$ cat src/rtl/uart_pkg.sv
// Shared definitions for the UART frame shift register: parity modes, FSM state
// and shift-direction encodings, and the frame-length helper.
package uart_pkg;

  localparam int PARITY_NONE = 0;
  localparam int PARITY_ODD  = 1;
  localparam int PARITY_EVEN = 2;

  typedef enum logic {
    IDLE     = 1'b0,
    SHIFTING = 1'b1
  } state_t;

  typedef enum logic {
    DIR_RX = 1'b0,
    DIR_TX = 1'b1
  } dir_t;

  function automatic int frame_len(input int data_bits, input int parity, input int stop_bits);
    return 1 + data_bits + ((parity != PARITY_NONE) ? 1 : 0) + stop_bits;
  endfunction

endpackage

$ cat src/rtl/uart_parity_gen.sv
// Parity bit generator: XOR reduction of the data word, inverted for odd parity so
// that data plus parity always carries the requested count of ones.
module uart_parity_gen
  import uart_pkg::*;
#(
  parameter int DATA_BITS = 8,
  parameter int PARITY    = PARITY_EVEN
) (
  input  logic [DATA_BITS-1:0] data,
  output logic                 parity
);

  assign parity = (PARITY == PARITY_ODD) ? ~(^data) : (^data);

endmodule

$ cat src/rtl/uart_frame_shift_register.sv
// One-frame UART shift register shared by TX (parallel load, serial out, LSB first)
// and RX (serial capture, decode, parity/framing check). Optional break detection
// is enabled by defining UART_SHIFT_BREAK_DETECT_EN.
module uart_frame_shift_register
  import uart_pkg::*;
#(
  parameter int DATA_BITS = 8,
  parameter int PARITY    = 0,
  parameter int STOP_BITS = 1
) (
  input  logic                 clock,
  input  logic                 reset,
  input  logic                 load,
  input  logic [DATA_BITS-1:0] data_in_p,
  input  logic                 shift,
  input  logic                 data_in_s,
  output logic                 serial_out,
  output logic [DATA_BITS-1:0] data_out,
  output logic                 busy,
  output logic                 frame_done,
  output logic                 parity_err,
  output logic                 frame_err,
  output logic                 break_det
);

  localparam int FRAME_LEN = frame_len(DATA_BITS, PARITY, STOP_BITS);
  localparam int CW        = $clog2(FRAME_LEN + 1);
  localparam logic [CW-1:0] LAST_COUNT = CW'(FRAME_LEN);

  state_t               state_reg, state_next;
  dir_t                 dir_reg, dir_next;
  logic [FRAME_LEN-1:0] frame_reg, frame_next;
  logic [CW-1:0]        count_reg, count_next;
  logic [DATA_BITS-1:0] data_out_reg, data_out_next;
  logic                 parity_err_reg, parity_err_next;
  logic                 frame_err_reg, frame_err_next;
  logic                 done_reg, done_next;
  logic                 break_reg, break_next;

  logic [FRAME_LEN-1:0] shifted;
  logic [FRAME_LEN-1:0] tx_frame;
  logic [DATA_BITS-1:0] rx_data;
  logic [STOP_BITS-1:0] rx_stop;
  logic                 rx_parity_bad;
  logic                 rx_break;

  // Decode always looks at the post-shift value so completion can use it on the same edge.
  assign shifted = {data_in_s, frame_reg[FRAME_LEN-1:1]};
  assign rx_data = shifted[DATA_BITS:1];
  assign rx_stop = shifted[FRAME_LEN-1 -: STOP_BITS];

  generate
    if (PARITY != PARITY_NONE) begin : g_parity
      logic tx_parity;
      logic rx_parity;

      uart_parity_gen #(.DATA_BITS(DATA_BITS), .PARITY(PARITY)) u_tx_parity (
        .data   (data_in_p),
        .parity (tx_parity)
      );

      uart_parity_gen #(.DATA_BITS(DATA_BITS), .PARITY(PARITY)) u_rx_parity (
        .data   (rx_data),
        .parity (rx_parity)
      );

      assign tx_frame      = {{STOP_BITS{1'b1}}, tx_parity, data_in_p, 1'b0};
      assign rx_parity_bad = (rx_parity != shifted[DATA_BITS+1]);
    end else begin : g_no_parity
      assign tx_frame      = {{STOP_BITS{1'b1}}, data_in_p, 1'b0};
      assign rx_parity_bad = 1'b0;
    end
  endgenerate

`ifdef UART_SHIFT_BREAK_DETECT_EN
  assign rx_break = ~|shifted;
`else
  assign rx_break = 1'b0;
`endif

  always_comb begin
    state_next      = state_reg;
    dir_next        = dir_reg;
    frame_next      = frame_reg;
    count_next      = count_reg;
    data_out_next   = data_out_reg;
    parity_err_next = parity_err_reg;
    frame_err_next  = frame_err_reg;
    done_next       = 1'b0;
    break_next      = 1'b0;

    // A load always wins, aborting whatever frame is in flight.
    if (load) begin
      frame_next = tx_frame;
      dir_next   = DIR_TX;
      count_next = '0;
      state_next = SHIFTING;
    end else if (shift) begin
      if (state_reg == IDLE) begin
        if (!data_in_s) begin
          frame_next = shifted;
          count_next = CW'(1);
          dir_next   = DIR_RX;
          state_next = SHIFTING;
        end
      end else begin
        frame_next = shifted;
        count_next = count_reg + 1'b1;
        if (count_next == LAST_COUNT) begin
          state_next = IDLE;
          done_next  = 1'b1;
          if (dir_reg == DIR_RX) begin
            data_out_next = rx_data;
            if (rx_break) begin
              break_next = 1'b1;
            end else begin
              parity_err_next = rx_parity_bad;
              frame_err_next  = ~&rx_stop;
            end
          end
        end
      end
    end
  end

  always_ff @(posedge clock or negedge reset) begin
    if (!reset) begin
      state_reg      <= IDLE;
      dir_reg        <= DIR_RX;
      frame_reg      <= '1;
      count_reg      <= '0;
      data_out_reg   <= '0;
      parity_err_reg <= 1'b0;
      frame_err_reg  <= 1'b0;
      done_reg       <= 1'b0;
      break_reg      <= 1'b0;
    end else begin
      state_reg      <= state_next;
      dir_reg        <= dir_next;
      frame_reg      <= frame_next;
      count_reg      <= count_next;
      data_out_reg   <= data_out_next;
      parity_err_reg <= parity_err_next;
      frame_err_reg  <= frame_err_next;
      done_reg       <= done_next;
      break_reg      <= break_next;
    end
  end

  assign serial_out = frame_reg[0];
  assign data_out   = data_out_reg;
  assign busy       = (state_reg == SHIFTING);
  assign frame_done = done_reg;
  assign parity_err = parity_err_reg;
  assign frame_err  = frame_err_reg;
  assign break_det  = break_reg;

endmodule

$ cat config.mk
export PLATFORM = sky130hd
export DESIGN_NAME = uart_frame_shift_register
export DESIGN_NICKNAME = d
export VERILOG_FILES = /design/src/rtl/uart_pkg.sv /design/src/rtl/uart_parity_gen.sv /design/src/rtl/uart_frame_shift_register.sv
export SDC_FILE = /design/constraint.sdc
export NUM_CORES = 1
export LEC_CHECK = 0
export CORE_UTILIZATION = 49
export CTS_BUF_LIST = sky130_fd_sc_hd__clkbuf_8 sky130_fd_sc_hd__clkbuf_16
export DETAILED_ROUTE_END_ITERATION = 10
export PLACE_DENSITY = 0.88
export SETUP_SLACK_MARGIN = 0.02
export SLEW_MARGIN = 5
export SYNTH_ARGS = -nofsm -noshare
export SYNTH_HDL_FRONTEND = slang
export SYNTH_HIERARCHICAL = 1
export SYNTH_SLANG_ARGS = --single-unit
$ cat constraint.sdc
create_clock -name clock -period 5.9 [get_ports clock]
set_clock_uncertainty 0.2 [all_clocks]
set_input_delay 1.18 -clock clock [delete_from_list [all_inputs] [get_ports clock]]
set_output_delay 1.18 -clock clock [all_outputs]
set_load 0.01 [all_outputs]
-- Yosys cells after proc, flatten, opt, wreduce, memory -nomap -nowiden
Cells that the tools add are included.
- flip-flop bits (word level): 26
- bits in latches: 0
- memory bits (writable): 0
- bits in read-only memories: 0
- input port bits: 13
- output and inout bits: 14
- word-level logic and storage cells: 40
- memories: 0
- add/subtract/negate cells: 1
- $mul: 0
- div/mod/pow operators: 0
- magnitude comparators: 0
- eq/ne operators: 4
- shifts and indexed selects: 0
- mux-type cells: 21
- bitwise logic cells: 2
- reductions and logical operators: 5
- operators with widths (kind ; number):
    $mux W10 ; 4
    $mux W4 ; 4
    $mux W1 ; 13
    $reduce_and A5 Y1 ; 1
    $add A4 B1 Y4 const B ; 1
    $eq A4 B4 Y1 const B ; 1
    $ne A2 B2 Y1 const B ; 2
    $ne A3 B2 Y1 const B ; 1
    $reduce_and A3 Y1 ; 1
    $not A1 Y1 ; 2
    $reduce_and A2 Y1 ; 1
    $reduce_bool A2 Y1 ; 1
    $logic_not A1 Y1 ; 1

-- Depth between registers and ports, before layout
- word-level depth: 6
- gate-level depth with buffers: 6
- depth with buffers taken out: 6

-- Worst setup path before layout
OpenSTA, ideal clock, no wires.
- path kind: input -> register
- from: input load
- to: register data_out_reg[4] (netlist: data_out[4])
- library setup time: 0.128 ns
- arrival: 2.083 ns
- required time: 5.572 ns
- slack: 3.490 ns
- stages: 4
- path buffers: 0
- path through: nand3b_4 nor4_2 a21oi_4 mux2_1
- longest elaborated chain between the ends: 2
- ends and longest elaborated chain (what ; line ; text):
    from (decl) ; uart_frame_shift_register.sv:13 ; input logic load,
    $not A1 Y1 (no line) ; n/a ;
    $reduce_and A5 Y1 (no line) ; n/a ;
    to (signal assigned) ; uart_frame_shift_register.sv:142 ; data_out_reg <= data_out_next;
    to (decl) ; uart_frame_shift_register.sv:34 ; logic [DATA_BITS-1:0] data_out_reg, data_out_next;
Every way passes these cells.
A chain may end at the register's enable or synchronous reset.

-- Worst setup path after layout
- from: input load
- to: register count_reg[2]
- longest elaborated chain between the ends: 2
- elaborated cells between the ends (all ways): 4
- classes of those cells: 1 x eq/ne; 1 x mux; 2 x reduce/logical
- ends and longest elaborated chain (what ; line ; text):
    $ne A3 B2 Y1 (no line) / $reduce_bool A2 Y1 (equally long branches) ; n/a ;
    $reduce_and A2 Y1 (no line) ; n/a ;
    to (signal assigned) ; uart_frame_shift_register.sv:141 ; count_reg <= count_next;
    to (decl) ; uart_frame_shift_register.sv:33 ; logic [CW-1:0] count_reg, count_next;
Parallel ways exist; a longest one is shown, timed or not.

==> impl_results.md <==
- Status: finished clean
- Hold slack: 0.2910 ns
- GP Congestion: about 0.80
- #FFs+latches synth: 26
- Wirelength per Cell: between 10 and 15 µm
- Skew-Pair Late Insertion Delay: between 0.2 and 0.3 ns
- Antenna Violating Nets Remaining: 0
- Vias in the first global route: around 900
- Die area: 2731 µm²
- R2r endpoint: count_reg[2]
- HP Class: reg2reg
- Max Fclk: roughly 0.30 GHz
- Buffers on Ports: 24
- Post-synth top flop: dfrtp_1
- Synth Instances: between 100 and 150
- Final instance area: roughly 1600 µm²
- Setup Buffers After CTS: 0
- Detailed placement HPWL: roughly 1.8 mm
- Critical-path cell list: clkdlybuf4s50_1 -> a21oi_1 -> buf_4 -> o21ai_0 -> a32o_1
- Dpl cell area: about 1500 µm²
- FF/Latch Area: 663.1 µm²
- Setup crit start kind: input port
- Detailed Route WL: approximately 2.4 mm
- Most frequent cells in the layout: clkdlybuf4s50_1, dfrtp_1, nand2_1
- Leakage power: 0.6865 nW
- Rel. slew slack: between 50% and 60%
- Number of enable flip-flop cells after synthesis: 0
- Avg Cell Area, Syn: ~11 µm²
- Critical Path RT: roughly 5.9 ns
- Synth cell types: 33
- Max clock buf depth: 2
- Largest net degree at the start of global routing: 27
- RSZ-0062 raised after global routing: no
- Flop-to-flop setup slack: about 3.7 ns
- Critical-path top delay cell: clkdlybuf4s50_1
- Cts hold-fix bufs: 0
- CTS HTree Levels: 1
- R2r worst-path depth: 5
- Worst-path clk slew: approximately 0.09 ns
- Post-Route Setup TNS: 0 ns
- Hold Fails Final Rpt: 0
- Fin crit share: 56.55%
- Post-synthesis sequential area ratio: ~54%
- Core Region: between 2000 and 2500 µm²
- Critical path type: in2reg
- Initial DRC count: 8
- Max reg flops: 10
- CTS tree: done
- Row count: 17
- Gr usage total: 21.03%
- CP Capture Type: flip-flop
- Chip Width: 52.26 µm
- Initial antenna violation count: 0
- Min Tclk post-route: 3.337 ns
- First-pass GRT wire length: 4.167 mm
- DRC viols: 0
- Max-cap violations: 0
- Min-delay src: frame_reg[0]
- GRT overflow: 0
- Crit path max fanout: 14
- Peak VDD IR: between 150 and 200 µV
- CTS buffer count: 3
- Post-synthesis cell area: about 1200 µm²
- Worst R2R Start: busy
- Total power: a little under 0.4 mW
- CP max stage delay: about 0.76 ns
- PD cells: roughly 250 nW/µm²
- Worst slew pin tran: approximately 0.67 ns
- Vias: roughly 880
- Footprint of the multi-input gates: around 530 µm²
- Syn. warnings: 6
- Share of cells above drive strength 1: 20.90%
- Die Y: roughly 52 µm
- DR pass1 iterations: 4
- Final setup vio count: 0
- Layout area overhead: 27.30%
- # IOs: 27
- Clock net sink count: 26
- Root Buffer: clkbuf_8
- Fin nets: 150
- Synth async-reset ratio: between 90% and 100%
- Initial Util: between 50% and 60%
- Worst Path Arrival: approximately 3.3 ns
- Diodes inserted: 0
- Max Transition Viols Final: 0
- FILL cells: approximately 180
- End of the worst hold path: frame_reg[0]
- Post-CTS sizing: 0
- Worst hold path depth: 2
- Commonest non-fill, non-tap cell in the layout: clkdlybuf4s50_1
- Via density: approximately 5.4
-- synth_stat cells (2+ instances only) --
cell	n	area, µm²
a21oi_1	3	15.01
buf_4	2	15.01
dfrtp_1	16	400.4
dfstp_2	10	262.8
ha_1	2	25.02
inv_1	5	18.77
mux2_1	2	22.52
mux2_2	6	67.56
mux2i_1	9	90.09
nand2_1	15	56.30
nand2b_1	4	25.02
o21ai_0	13	65.06
-- cell families (layout without fill, tap and decap cells) --
logic type,Yosys count,in the layout,synth area share (%)
adder cells (fa/ha/maj),2,2,2.022
XOR/XNOR,1,1,0.7079
other,1,2,0.3030
AO/OA/AOI/OAI,23,23,12.13
buffers and inverters,10,35,3.740
flip-flops,26,26,53.59
multiplexers,17,17,14.56
AND/OR/NAND/NOR,28,28,12.94
-- layer usage --
| layer | up-vias | track usage (%) | share of wire [%] | wire, µm |
|---|---|---|---|---|
| li1 | 423 | - | - | - |
| met1 | 431 | 27.79 | 45 | 1063 |
| met2 | 20 | 36.32 | 52 | 1226 |
| met3 | 2 | 3.768 | 3.3 | 78 |
| met4 | 0 | 3.947 | 0.34 | 8 |
| met5 | - | 0 | 0 | 0 |
-- power breakdown --
group	internal (mW)	switching [mW]	total (mW)	leakage (nW)
clock	0.0907	0.0560	0.147	0.0357
combinational	0.0203	0.0208	0.0411	0.340
sequential	0.195	0.00948	0.204	0.311
total	0.306	0.0863	0.392	0.686
-- through the flow --
| step | util, % | std cells | setup WS [ns] |
|---|---|---|---|
| after floorplan | - | 109 | 3.490 |
| after global placement | 65.47 | 158 | 2.419 |
| after detailed placement | 65.47 | 158 | 2.313 |
| after CTS | 68.57 | 162 | 2.586 |
| after global routing | 68.57 | 162 | 2.445 |
| final | 68.57 | 162 | 2.563 |
-- worst max path at each step --
stage | slack, ns | from | to | cells past startpoint
floorplan | 3.49 | load | data_out[4] | 4
global placement | 2.42 | load | count_reg[2] | 5
detailed placement | 2.31 | load | count_reg[2] | 5
CTS | 2.59 | load | count_reg[2] | 5
global route | 2.44 | load | count_reg[2] | 5
finish | 2.56 | load | count_reg[2] | 5
-- critical path: cells and delay by family --
family                 cells  cell delay (ns)
AOI/OAI and AO/OA          3             1.06
buffers and inverters      2             1.06
-- area by class of cell --
| class | count | area share [%] |
|---|---|---|
| Clock buffer | 3 | 2.621 |
| Clock inverter | 1 | 1.906 |
| Inverter | 5 | 1.191 |
| Multi-Input combinational cell | 73 | 33.76 |
| Sequential cell | 26 | 42.10 |
| Tap cell | 28 | 2.224 |
| Timing Repair Buffer | 26 | 16.20 |
(Power assumes the default switching activity.)
